<file path="src/rtl/csa_seq_pkg.sv">
// csa_seq_pkg: state type and accumulator width helper shared by csa_accum_seq.
package csa_seq_pkg;

   typedef enum logic [1:0] {IDLE, ACCUM, RESOLVE, OUT} csa_seq_state_t;

   function automatic int acc_w(input int data_w, input int max_ops);
      return data_w + $clog2(max_ops);
   endfunction

endpackage

</file>
<file path="src/rtl/csa_3to2.sv">
// csa_3to2: combinational 3:2 carry-save compressor; carry is pre-shifted into its weight.
module csa_3to2 #(
   parameter int W = 12
) (
   input  logic [W-1:0] a,
   input  logic [W-1:0] b,
   input  logic [W-1:0] cin,
   output logic [W-1:0] sum,
   output logic [W-1:0] carry
);

   logic [W-1:0] maj;

   // Bitwise sum and majority; the majority MSB falls off the shift.
   always_comb begin
      sum   = a ^ b ^ cin;
      maj   = (a & b) | (a & cin) | (b & cin);
      carry = {maj[W-2:0], 1'b0};
   end

endmodule

</file>
<file path="src/rtl/csa_accum_seq.sv">
// csa_accum_seq: sequential multi-operand adder over one registered 3:2 CSA stage; CSA_SEQ_OVF_EN adds o_ovf.
module csa_accum_seq
   import csa_seq_pkg::*;
#(
   parameter int DATA_W  = 8,
   parameter int MAX_OPS = 16,
   parameter int ACC_W   = acc_w(DATA_W, MAX_OPS),
   parameter int CNT_W   = $clog2(MAX_OPS + 1)
) (
   input  logic              clk,
   input  logic              rst,
   input  logic              i_valid,
   output logic              o_ready,
   input  logic [DATA_W-1:0] i_data,
   input  logic              i_last,
   output logic              o_valid,
   input  logic              i_ready,
   output logic [ACC_W-1:0]  o_sum,
   output logic [CNT_W-1:0]  o_cnt
`ifdef CSA_SEQ_OVF_EN
   ,
   output logic              o_ovf
`endif
);

   csa_seq_state_t state, state_n;
   logic [ACC_W-1:0] s, c, x, csa_s, csa_c;
   logic [CNT_W-1:0] cnt;
   logic acc, close;

   assign o_ready = (state == IDLE) || (state == ACCUM);
   assign o_valid = state == OUT;
   assign acc     = i_valid && o_ready;
   assign x       = ACC_W'(i_data);
   assign close   = i_last || (state == ACCUM && cnt == CNT_W'(MAX_OPS - 1));

   csa_3to2 #(.W(ACC_W)) u_csa (
      .a    (s),
      .b    (c),
      .cin  (x),
      .sum  (csa_s),
      .carry(csa_c)
   );

   // State register.
   always_ff @(posedge clk)
      state <= rst ? IDLE : state_n;

   // Next state: a group closes on i_last or when the counter reaches MAX_OPS.
   always_comb begin
      state_n = state;
      case (state)
         IDLE, ACCUM: state_n = acc ? (close ? RESOLVE : ACCUM) : state;
         RESOLVE:     state_n = OUT;
         OUT:         state_n = i_ready ? IDLE : OUT;
         default:     state_n = IDLE;
      endcase
   end

   // Fold operands into the redundant pair, then resolve once into the output registers.
   always_ff @(posedge clk)
      if (rst) begin
         s     <= '0;
         c     <= '0;
         cnt   <= '0;
         o_sum <= '0;
         o_cnt <= '0;
      end else begin
         if (acc) begin
            s   <= state == IDLE ? x : csa_s;
            c   <= state == IDLE ? '0 : csa_c;
            cnt <= state == IDLE ? CNT_W'(1) : cnt + CNT_W'(1);
         end
         if (state == RESOLVE) begin
            o_sum <= s + c;
            o_cnt <= cnt;
         end
      end

`ifdef CSA_SEQ_OVF_EN
   logic last_q;

   // Flag groups that hit MAX_OPS without an i_last on the final operand.
   always_ff @(posedge clk)
      if (rst) begin
         last_q <= 1'b0;
         o_ovf  <= 1'b0;
      end else begin
         if (acc)
            last_q <= i_last;
         if (state == RESOLVE)
            o_ovf <= !last_q && cnt == CNT_W'(MAX_OPS);
         else if (state == OUT && i_ready)
            o_ovf <= 1'b0;
      end
`endif

endmodule

</file>
<file path="config.mk">
export PLATFORM = sky130hd
export DESIGN_NAME = csa_accum_seq
export DESIGN_NICKNAME = d
export VERILOG_FILES = /design/src/rtl/csa_seq_pkg.sv /design/src/rtl/csa_3to2.sv /design/src/rtl/csa_accum_seq.sv
export SDC_FILE = /design/constraint.sdc
export NUM_CORES = 1
export LEC_CHECK = 0
export CORE_ASPECT_RATIO = 1.4
export CORE_UTILIZATION = 55
export DETAILED_ROUTE_END_ITERATION = 8
export PLACE_DENSITY = 0.9
export RECOVER_POWER = 25
export SLEW_MARGIN = 20
export SYNTH_ARGS = -nofsm -noshare
export SYNTH_HDL_FRONTEND = slang
export SYNTH_SLANG_ARGS = --single-unit
</file>
<file path="constraint.sdc">
create_clock -name clk -period 2.3 [get_ports clk]
set_clock_uncertainty 0.05 [all_clocks]
set_input_delay 0.23 -clock clk [delete_from_list [all_inputs] [get_ports clk]]
set_output_delay 0.23 -clock clk [all_outputs]
set_load 0.05 [all_outputs]
</file>
# Yosys cells after proc, flatten, opt, wreduce, memory -nomap -nowiden
# Index checks and enable logic that the tools add are counted.
# word_totals
ff_bits	48
input_bits	13
output_inout_bits	19
elab_cells	33
# op_classes
add_sub_neg	2
n_eq_ne	5
n_mux	7
bitwise_logic	7
n_reduce_logical	6
# op_table
operator	n
2-to-1 mux 12 bit	2
AND 11 x 8 -> 11 bit	2
bitwise OR 11 bit	2
adder 12 bit	1
XOR 12 bit	1
XOR 12 x 8 -> 12 bit	1
AND 11 bit	1
2-to-1 mux 2 bit	3
one-hot mux 2 bit (3 select lines)	1
adder 5 x 1 -> 5 bit, second input constant	1
== test 5 x 4 -> 1 bit, second input constant	1
2-to-1 mux 5 bit	1
== test 2 bit, second input constant	2
== test 2 x 1 -> 1 bit, second input constant	1
logical AND 1 bit	2
zero test 2 bit	1
logical OR 1 bit	2
!= test 2 bit, second input constant	1
OR reduction 2 bit	1

# Depth between registers and ports, before layout
# Gate-level depths: netlist (run 1).
# logic_depth
ltp_word	6
mapped_depth	7
depth_no_buf	7

# Hierarchy
# A second synthesis (run 1) with hierarchy kept.
# hier_totals
cells_unflattened	305
hier_area_um2	2688.8
# modules_own_cells
module	n_inst	cells_per_inst	area_per_inst_um2	seq_area_each_um2
csa_accum_seq	1	291	2433.6	960.9
csa_3to2	1	14	255.2	0.0

# Worst setup path after synthesis (run 1)
# OpenSTA, ideal clock, no wires.
# synth_path
path_kind	register to register
startpoint	register c[1]
endpoint	register o_sum[11]
setup_time_ps	115
arrival_time_ps	1747
required_ps	2135
setup_slack_ps	388
path_stages_with_launch	8
path_buffers	0
period_less_slack_ps	1912
cell_sequence	dfxtp_1 > ha_1 > fa_1 > a211oi_2 > o21bai_2 > a21oi_1 > o21ai_0 > and3_1
# synth_via
elab_chain_cells	1
# synth_lines
element	line_no	text
start, declared	csa_accum_seq.sv:27	logic [ACC_W-1:0] s, c, x, csa_s, csa_c;
start signal, assigned	csa_accum_seq.sv:71	c <= state == IDLE ? '0 : csa_c;
adder 12 bit	csa_accum_seq.sv:75	o_sum <= s + c;
end signal, assigned	csa_accum_seq.sv:75	
end, declared	csa_accum_seq.sv:18	output logic [ACC_W-1:0] o_sum,
# Every way passes these cells.
# A chain may end at the register's enable or synchronous reset.

# Final worst setup path (run 1)
# Same ends and word-level chain as after synthesis.

==> results of run 1 <==
[metrics by stage]
step | total power [mW] | cell area [um^2] | util | std cells | hold WS (ps)
final | 1.763 | 3029 | 0.6973 | 390 | 407.4
after global routing | 1.829 | 3029 | 0.6973 | 390 | 420.4
after CTS | 1.773 | 3033 | 0.6982 | 390 | 409.4
after detailed placement | 1.164 | 2918 | 0.6717 | 382 | 396.0
after global placement | 1.153 | 2918 | 0.6717 | 382 | 391.6
after floorplan | 1.073 | 2550 | - | 303 | 276.6
[registers in the layout (all words and copies together), names as in the netlist]
name and count:
o_sum 12, s 12, c 11, cnt 5, o_cnt 5, state 2
[power breakdown]
part	switching, mW	total [mW]	internal, mW
combinational	0.176	0.287	0.111
sequential	0.0206	0.861	0.840
clock	0.288	0.615	0.327
[layout make-up]
| class | instances | area (um^2) | area share |
|---|---|---|---|
| timing repair buffer | 39 | 376.6 | 0.1243 |
| inverter | 23 | 86.33 | 0.02850 |
| clock inverter | 3 | 46.29 | 0.01528 |
| tap | 60 | 75.07 | 0.02478 |
| clock buffer | 5 | 68.82 | 0.02272 |
| multi-input combinational | 213 | 1435 | 0.4738 |
| sequential | 47 | 940.9 | 0.3106 |
[Yosys cell counts, types with 4 or more instances]
cell type,n,share of area
a211oi_1,10,0.029
a21o_1,8,0.024
a21oi_1,37,0.073
buf_2,10,0.020
clkbuf_1,10,0.015
dfxtp_1,47,0.37
fa_1,8,0.063
ha_1,13,0.064
inv_1,22,0.032
mux2i_1,8,0.031
nand2_1,42,0.062
nand3_1,13,0.026
nand3b_1,13,0.038
nand4b_1,4,0.014
nor2_1,12,0.018
nor3_1,4,0.0079
o21ai_0,10,0.020
[worst max-delay path, stage by stage (launching register included)]
cell and delay [ps]:
dfxtp_1 330, ha_1 230, fa_1 440, a211oi_2 290
o21bai_2 120, a21oi_1 270, o21ai_0 120, and3_1 170
[metal layers]
layer,vias to the layer above,GRT usage
met4,0,0.1279
met3,12,0.05452
met2,78,0.4258
li1,1098,-
met1,1067,0.2658
met5,-,0
[worst paths after layout]
kind                            cells after the start   endpoint      from  slack [ps]
worst max-delay path                                7  o_sum[11]      c[1]         190
worst min-delay path                                2   o_cnt[2]  o_cnt[2]         410
worst max register to register                      7  o_sum[11]      c[1]         190
worst min register to register                      2   o_cnt[2]  o_cnt[2]         410
[logic make-up after synthesis]
kind of cell             Yosys count  share of synthesized area
multiplexers                       8                    0.03140
flip-flops                        47                     0.3690
AND/OR/NAND/NOR                  105                     0.2076
adder cells (fa/ha/maj)           21                     0.1266
buffers and inverters             43                    0.06821
AO/OA/AOI/OAI                     76                     0.1870
XOR/XNOR                           3                    0.01031
==> out/qor.csv, run 1 <==
stage,metric,value,unit
grt,grt_start_max_net_pins,36,
final_layout,drive_above_1_share,0.06667,
outcome,outcome,completed,
power_and_ir_drop,powerDensity,582.0,nW/um^2
drt,vias,2255,
logic_synthesis,syn_area,2550,um^2
power_and_ir_drop,power.leakage,1.174,nW
drt,first_pass_iters,6,
final_layout,fin_nets,363,
die,die_y,82.57,um
placement,portBuffers,31,
clocking,numCtsBuffers,5,
timing,worst_slew_pin_slew,1038,ps
critical_path,worstSetupPathType,register to register,
placement,pre_cts_slack,216.0,ps
clocking,clock_latency,300,ps
clocking,path_clk_slew,90,ps
critical_path,critPathMaxFanout,4,
final_layout,area_growth,18.79,%
logic_synthesis,synth_cell_type_count,39,
logic_synthesis,syn_nets,337,
timing,tns,0,ps
drt,drt_iter0_markers,151,
logic_synthesis,async_reset_ff_frac,0,
final_layout,final_cell_mix,"dfxtp_1, nand2_1, a21oi_1",
critical_path,start_kind,register,
timing,fin_crit,2109,ps
timing,slew_headroom,0.3082,
drt,routedWlPerCell,14.24,um
die,start_util,0.5870,
logic_synthesis,yosys_warnings,0,
clocking,cts_setup_buffers,0,
job,maxCapViolations,0,
logic_synthesis,synthCells,303,
drt,ant_nets,0,
timing,slew_viol_final,0,
grt,antenna_found_initial,0,
timing,timing.final.ws_setup,191.4,ps
grt,grt_overflow,0,
critical_path,arrival,2270,ps
logic_synthesis,synth.ff_latch_count,47,
critical_path,end_kind,register,
drt,vias_per_cell,5.782,
clocking,holdBufCountCts,0,
critical_path,required,2460,ps
clocking,cts_sinks,47,
min_path,hp-class,register to register,
grt,globalRouteTotalUtil,0.2415,
final_layout,final_common_cell,dfxtp_1,
clocking,root_buffer,clkbuf_8,
die,design.core.area,4344,um^2
timing,hold_viol,0,
drt,wl_met3,296,um
die,chipWidth,59.55,um
clocking,h-tree-depth,2,
clocking,cts_tree,built,
timing,finalSetupViolCount,0,
drt,dr_wl_met2,2.896,mm
clocking,clk_path_buf_depth,2,
power_and_ir_drop,peakVddDrop,0.4213,mV
die,rows,28,
logic_synthesis,ys_seq_area_frac,0.3690,
timing,max_freq,474.2,MHz
logic_synthesis,synth_edf_count,0,
timing,fin_crit_sh,0.9168,
die,ioPinCount,32,
drt,drcViolationCount,0,
placement,gp_congestion,0.8897,
final_layout,n_fill_cell,364,
timing,rsz0062_at_grt,no,
logic_synthesis,synth.avg_cell_area,8.416,um^2
drt,met1_length,2.249,mm
clocking,cts_resized,0,
grt,grt_pass1_wl,8.963,mm
grt,grt_pass1_vias,2069,
placement,dp_hpwl,3.757,mm
drt,wl,5.553,mm
drt,routed.top_layer,met4,
logic_synthesis,ys.flop_type,dfxtp_1,
die,die_area,4916,um^2
final_layout,diodes,0,
Power figures use the tool's default switching activity.
==> inputs of run 2 (changes only) <==
Settings changed: CELL_PAD_IN_SITES_DETAIL_PLACEMENT set to 0, CELL_PAD_IN_SITES_GLOBAL_PLACEMENT set to 2, CORE_UTILIZATION 55 to 33.
==> out/qor.csv, run 2 (synthesis results as in run 1) <==
stage,metric,value,unit,change
clocking,cts_resized,0,,unchanged
drt,drt_iter0_markers,67,,-56%
die,chipWidth,76.29,um,+28%
clocking,cts_tree,built,,
placement,dp_hpwl,3.934,mm,+4.7%
final_layout,reg_top3,"o_sum: 12 flops, s: 12 flops, c: 11 flops",,
final_layout,finalInstanceArea,3085,um^2,+1.9%
final_layout,drive_above_1_share,0.06364,,-0.003030
critical_path,required,2440,ps,-20 ps
timing,slew_viol_final,0,,unchanged
power_and_ir_drop,power.leakage,1.184,nW,+0.85%
critical_path,arrival,2270,ps,about the same
critical_path,critPathMaxFanout,4,,unchanged
final_layout,fin_nets,363,,unchanged
drt,first_pass_iters,4,,-2
critical_path,max_stage_delay,430,ps,about the same
final_layout,final_cells,427,,+9.5%
final_layout,final_cell_mix,"dfxtp_1, nand2_1, a21oi_1",,
power_and_ir_drop,p_seq_frac,0.466,,-0.022
clocking,clock_latency,300,ps,about the same
placement,placed_area,2959,um^2,+1.4%
clocking,cts_sinks,47,,unchanged
critical_path,reg2reg_from,c[1],,
critical_path,cp_num_buf_inv,0,,unchanged
drt,ant_nets,0,,unchanged
placement,dp_cells,419,,+9.7%
final_layout,diodes,0,,unchanged
grt,grt_start_max_net_pins,55,,+53%
critical_path,r2r_cells,7,,unchanged
power_and_ir_drop,p_int,1.384,mW,+8.3%
critical_path,end_kind,register,,
final_layout,area_growth,21.00,%,
timing,finalSetupViolCount,0,,unchanged
drt,wl,5.497,mm,-1.0%
critical_path,path_cells,"ha_1, fa_1, a211oi_2, o21bai_2, a21oi_1, o21ai_0, and3_1",,
drt,routedWlPerCell,12.87,um,-9.6%
clocking,numCtsBuffers,5,,unchanged
timing,timing.final.ws_setup,170.4,ps,-20.97 ps
critical_path,cp-endpoint,o_sum[11],,
placement,portBuffers,31,,unchanged
grt,grt_overflow,0,,unchanged
power_and_ir_drop,p_switching,463.9,uW,-4.3%
drt,drcViolationCount,0,,unchanged
grt,grt_pass1_vias,2060,,-0.43%
timing,slew_headroom,0.2791,,-0.02907
placement,pre_cts_slack,192.4,ps,-23.64 ps
power_and_ir_drop,peakVddDrop,0.4277,mV,+1.5%
timing,fin_crit,2130,ps,+20.97 ps
min_path,min_path_cells,2,,unchanged
timing,max_freq,469.6,MHz,-0.98%
job,maxCapViolations,0,,unchanged
die,start_util,0.3443,,-0.2427
power_and_ir_drop,clkPwrFrac,0.383,,+0.034
die,ioPinCount,32,,unchanged
placement,gp_congestion,0.7462,,-16%
critical_path,critPathSlowestCell,fa_1,,
critical_path,critical_path_cell_count,7,,unchanged
die,design.core.area,7407,um^2,+71%
die,rows,37,,+32%
grt,grt_pass1_wl,9.584,mm,+6.9%
critical_path,path_delay_family,compound AO/OA/AOI/OAI gates,,
clocking,clk_path_buf_depth,2,,unchanged
timing,hold_viol,0,,unchanged
drt,vias,2162,,-4.1%
critical_path,reg2reg_to,o_sum[11],,
clocking,holdBufCountCts,0,,unchanged
die,die_area,8088,um^2,+65%
clocking,path_clk_slew,80,ps,about the same
critical_path,worstSetupPathType,register to register,,
power_and_ir_drop,swShare,0.2511,,-0.02384
timing,worst_slew_pin_slew,1081,ps,+43.60 ps
min_path,hp-class,register to register,,
drt,vias_per_cell,5.063,,-12%
timing,tns,0,ps,unchanged
die,die_y,106.0,um,+28%
critical_path,start_kind,register,,
critical_path,worstSetupStartpoint,c[1],,
outcome,outcome,completed,,
timing,fin_crit_sh,0.9259,,+0.009119
final_layout,final_common_cell,dfxtp_1,,
power_and_ir_drop,power,1.848,mW,+4.8%
critical_path,regToRegSetupSlack,170,ps,-20 ps
power_and_ir_drop,comb_power_share,0.151,,-0.012
power_and_ir_drop,powerDensity,598.9,nW/um^2,+2.9%
grt,globalRouteTotalUtil,0.1451,,-0.09638
clocking,cts_setup_buffers,0,,unchanged
clocking,root_buffer,clkbuf_8,,
timing,rsz0062_at_grt,no,,
clocking,h-tree-depth,2,,unchanged
grt,antenna_found_initial,0,,unchanged
==> run 2: cell types whose count changed in the layout (fill, tap and decap cells not counted) <==
cell | before | now
nor2_1 | 12 | 13
clkbuf_1 | 1 | 2
bufinv_16 | 1 | 2
dlygate4sd3_1 | 1 | 0
clkinvlp_4 | 1 | 0
buf_2 | 0 | 1
inv_6 | 1 | 0
nor2_2 | 1 | 0
==> run 2: per-stage QoR <==
step           hold slack [ps]  utilization
6_report                 401.2       0.4166
5_1_grt                  427.8       0.4166
4_1_cts                  405.4       0.4174
3_5_place_dp             393.4       0.3995
3_3_place_gp             390.6       0.3995
2_1_floorplan            276.6            -
==> run 2: worst min path at each step <==
stage | start | end | slack, ps
after global routing | o_cnt[1] | o_cnt[1] | 430
after global placement | o_sum[6] | o_sum[6] | 390
after CTS | o_sum[6] | o_sum[6] | 410
after floorplan | i_ready | state[1] | 280
after detailed placement | o_sum[6] | o_sum[6] | 390
final | o_sum[6] | o_sum[6] | 400
==> run 2: cell type report <==
cell class / count / area [um^2]
multi-input combinational: 213 / 1433
inverter: 23 / 86.33
tap: 97 / 121.4
fill: 772 / 4322
clock buffer: 6 / 72.57
sequential: 47 / 940.9
clock inverter: 2 / 60.06
timing repair buffer: 39 / 371.6
==> run 2: power by group through the flow <==
stage               logic (mW)  registers [mW]  clock network [mW]
floorplan                0.175           0.898                   0
global placement         0.280           0.881                   0
detailed placement       0.284           0.882                   0
CTS                      0.285           0.863               0.727
global route             0.312           0.867               0.761
finish                   0.279           0.862               0.707
==> run 2: routing by layer <==
metal	track usage	vias up	part of all wire
met5	0	-	0
met4	0.04121	0	0.013
met3	0.02232	6	0.026
met2	0.2510	37	0.48
met1	0.1857	1022	0.48
li1	-	1097	-
==> run 2: worst min-delay path: stages (launching register included) <==
cell,delay [ps]
dfxtp_1,310
nand2_1,50
a21oi_1,50
==> inputs of run 3 (changes only) <==
Settings changed: GPL_ROUTABILITY_DRIVEN set to 0, MAX_ROUTING_LAYER set to met4, REMOVE_ABC_BUFFERS set to 1.
==> out/qor.csv, run 3 (synthesis results as in run 1) <==
stage,metric,value,unit,change
power_and_ir_drop,clkPwrFrac,0.339,,-0.044
grt,grt_pass1_vias,2068,,+0.39%
critical_path,end_kind,register,,
clocking,root_buffer,clkbuf_8,,
critical_path,required,2440,ps,about the same
clocking,cts_resized,0,,unchanged
die,rows,37,,unchanged
drt,routedWlPerCell,13.19,um,+2.4%
final_layout,drive_above_1_share,0.06383,,+0.0001934
outcome,outcome,completed,,
timing,tns,0,ps,unchanged
drt,ant_nets,0,,unchanged
final_layout,area_growth,19.92,%,
placement,dp_hpwl,3.916,mm,-0.47%
die,design.core.area,7407,um^2,unchanged
power_and_ir_drop,p_int,1.268,mW,-8.4%
grt,grt_pass1_wl,9.770,mm,+1.9%
final_layout,reg_top3,"o_sum: 12 flops, s: 12 flops, c: 11 flops",,
power_and_ir_drop,comb_power_share,0.165,,+0.014
final_layout,final_cell_mix,"dfxtp_1, nand2_1, a21oi_1",,
grt,antenna_found_initial,0,,unchanged
timing,finalSetupViolCount,0,,unchanged
power_and_ir_drop,peakVddDrop,0.2195,mV,-49%
drt,vias,2161,,-0.046%
grt,globalRouteTotalUtil,0.1550,,+0.009880
timing,slew_viol_final,0,,unchanged
drt,wl,5.617,mm,+2.2%
critical_path,cp-endpoint,o_sum[11],,
critical_path,critPathMaxFanout,4,,unchanged
die,ioPinCount,32,,unchanged
timing,fin_crit,2088,ps,-41.97 ps
critical_path,path_cells,"ha_1, fa_1, a211oi_2, o21bai_2, a21oi_1, o21ai_0, and3_1",,
clocking,holdBufCountCts,0,,unchanged
timing,worst_slew_pin_slew,1089,ps,+7.348 ps
final_layout,finalInstanceArea,3058,um^2,-0.89%
placement,dp_cells,419,,unchanged
grt,grt_start_max_net_pins,37,,-33%
die,chipWidth,76.29,um,unchanged
clocking,clk_path_buf_depth,2,,unchanged
critical_path,path_delay_family,compound AO/OA/AOI/OAI gates,,
power_and_ir_drop,p_switching,462.9,uW,-0.22%
placement,placed_area,2959,um^2,unchanged
critical_path,worstSetupPathType,register to register,,
timing,hold_viol,0,,unchanged
clocking,cts_sinks,47,,unchanged
final_layout,fin_nets,363,,unchanged
timing,fin_crit_sh,0.9077,,-0.01825
timing,whs,382.4,ps,-18.77 ps
clocking,numCtsBuffers,5,,unchanged
clocking,cts_setup_buffers,0,,unchanged
final_layout,final_common_cell,dfxtp_1,,
timing,rsz0062_at_grt,no,,
die,die_area,8088,um^2,unchanged
placement,portBuffers,31,,unchanged
clocking,cts_tree,built,,
critical_path,reg2reg_to,o_sum[11],,
power_and_ir_drop,power.leakage,1.170,nW,-1.2%
clocking,h-tree-depth,2,,unchanged
drt,drcViolationCount,0,,unchanged
die,die_y,106.0,um,unchanged
die,start_util,0.3443,,unchanged
critical_path,cp_num_buf_inv,0,,unchanged
job,maxCapViolations,0,,unchanged
grt,grt_overflow,0,,unchanged
timing,max_freq,479.0,MHz,+2.0%
critical_path,regToRegSetupSlack,210,ps,+40 ps
min_path,hp-class,input port to register,,
critical_path,max_stage_delay,430,ps,about the same
drt,drt_iter0_markers,66,,-1.5%
clocking,path_clk_slew,80,ps,about the same
power_and_ir_drop,swShare,0.2675,,+0.01646
final_layout,final_cells,426,,-0.23%
critical_path,worstSetupStartpoint,c[1],,
power_and_ir_drop,p_seq_frac,0.497,,+0.031
critical_path,critPathSlowestCell,fa_1,,
drt,first_pass_iters,4,,unchanged
power_and_ir_drop,powerDensity,565.9,nW/um^2,-5.5%
critical_path,r2r_cells,7,,unchanged
final_layout,final_core_util,0.4128,,-0.003716
critical_path,critical_path_cell_count,7,,unchanged
critical_path,reg2reg_from,c[1],,
timing,slew_headroom,0.2742,,-0.004899
critical_path,arrival,2230,ps,-40 ps
critical_path,start_kind,register,,
final_layout,diodes,0,,unchanged
drt,vias_per_cell,5.073,,+0.19%
clocking,clock_latency,290,ps,about the same
==> run 3: how the worst min path moves through the flow <==
stage / from / slack, ps / cells after the start / to
6_report: rst / 380 / 2 / cnt[3]
5_1_grt: rst / 410 / 2 / cnt[3]
4_1_cts: rst / 380 / 2 / cnt[3]
3_5_place_dp: o_sum[2] / 400 / 2 / o_sum[2]
3_3_place_gp: s[8] / 390 / 2 / s[8]
2_1_floorplan: rst / 250 / 1 / c[10]
==> run 3: power groups by stage <==
stage / Clock, mW / Combinational, mW / Sequential (mW)
floorplan: 0 / 0.139 / 0.911
global placement: 0 / 0.284 / 0.878
detailed placement: 0 / 0.287 / 0.879
CTS: 0.616 / 0.289 / 0.860
global route: 0.648 / 0.315 / 0.864
finish: 0.586 / 0.285 / 0.859
==> run 3: area by class of cell <==
cell class                 instances  area, um^2
fill                             776        4349
multi-input combinational        213        1435
sequential                        47       940.9
timing repair buffer              39       371.6
tap                               97       121.4
inverter                          23       86.33
clock buffer                       6       72.57
clock inverter                     1       30.03
==> run 3: metal layers <==
layer,GRT usage,vias to the layer above,part of all wire
li1,-,1103,-
met1,0.1838,1011,0.44
met2,0.2658,40,0.52
met3,0.02146,7,0.029
met4,0.05769,0,0.015
met5,-,-,0
==> run 3: through the flow <==
stage / worst slack, ps / total power, mW
finish: 212.4 / 1.730
detailed placement: 209.7 / 1.167
global route: 83.29 / 1.828
CTS: 199.3 / 1.766
floorplan: 386.6 / 1.050
global placement: 271.4 / 1.163
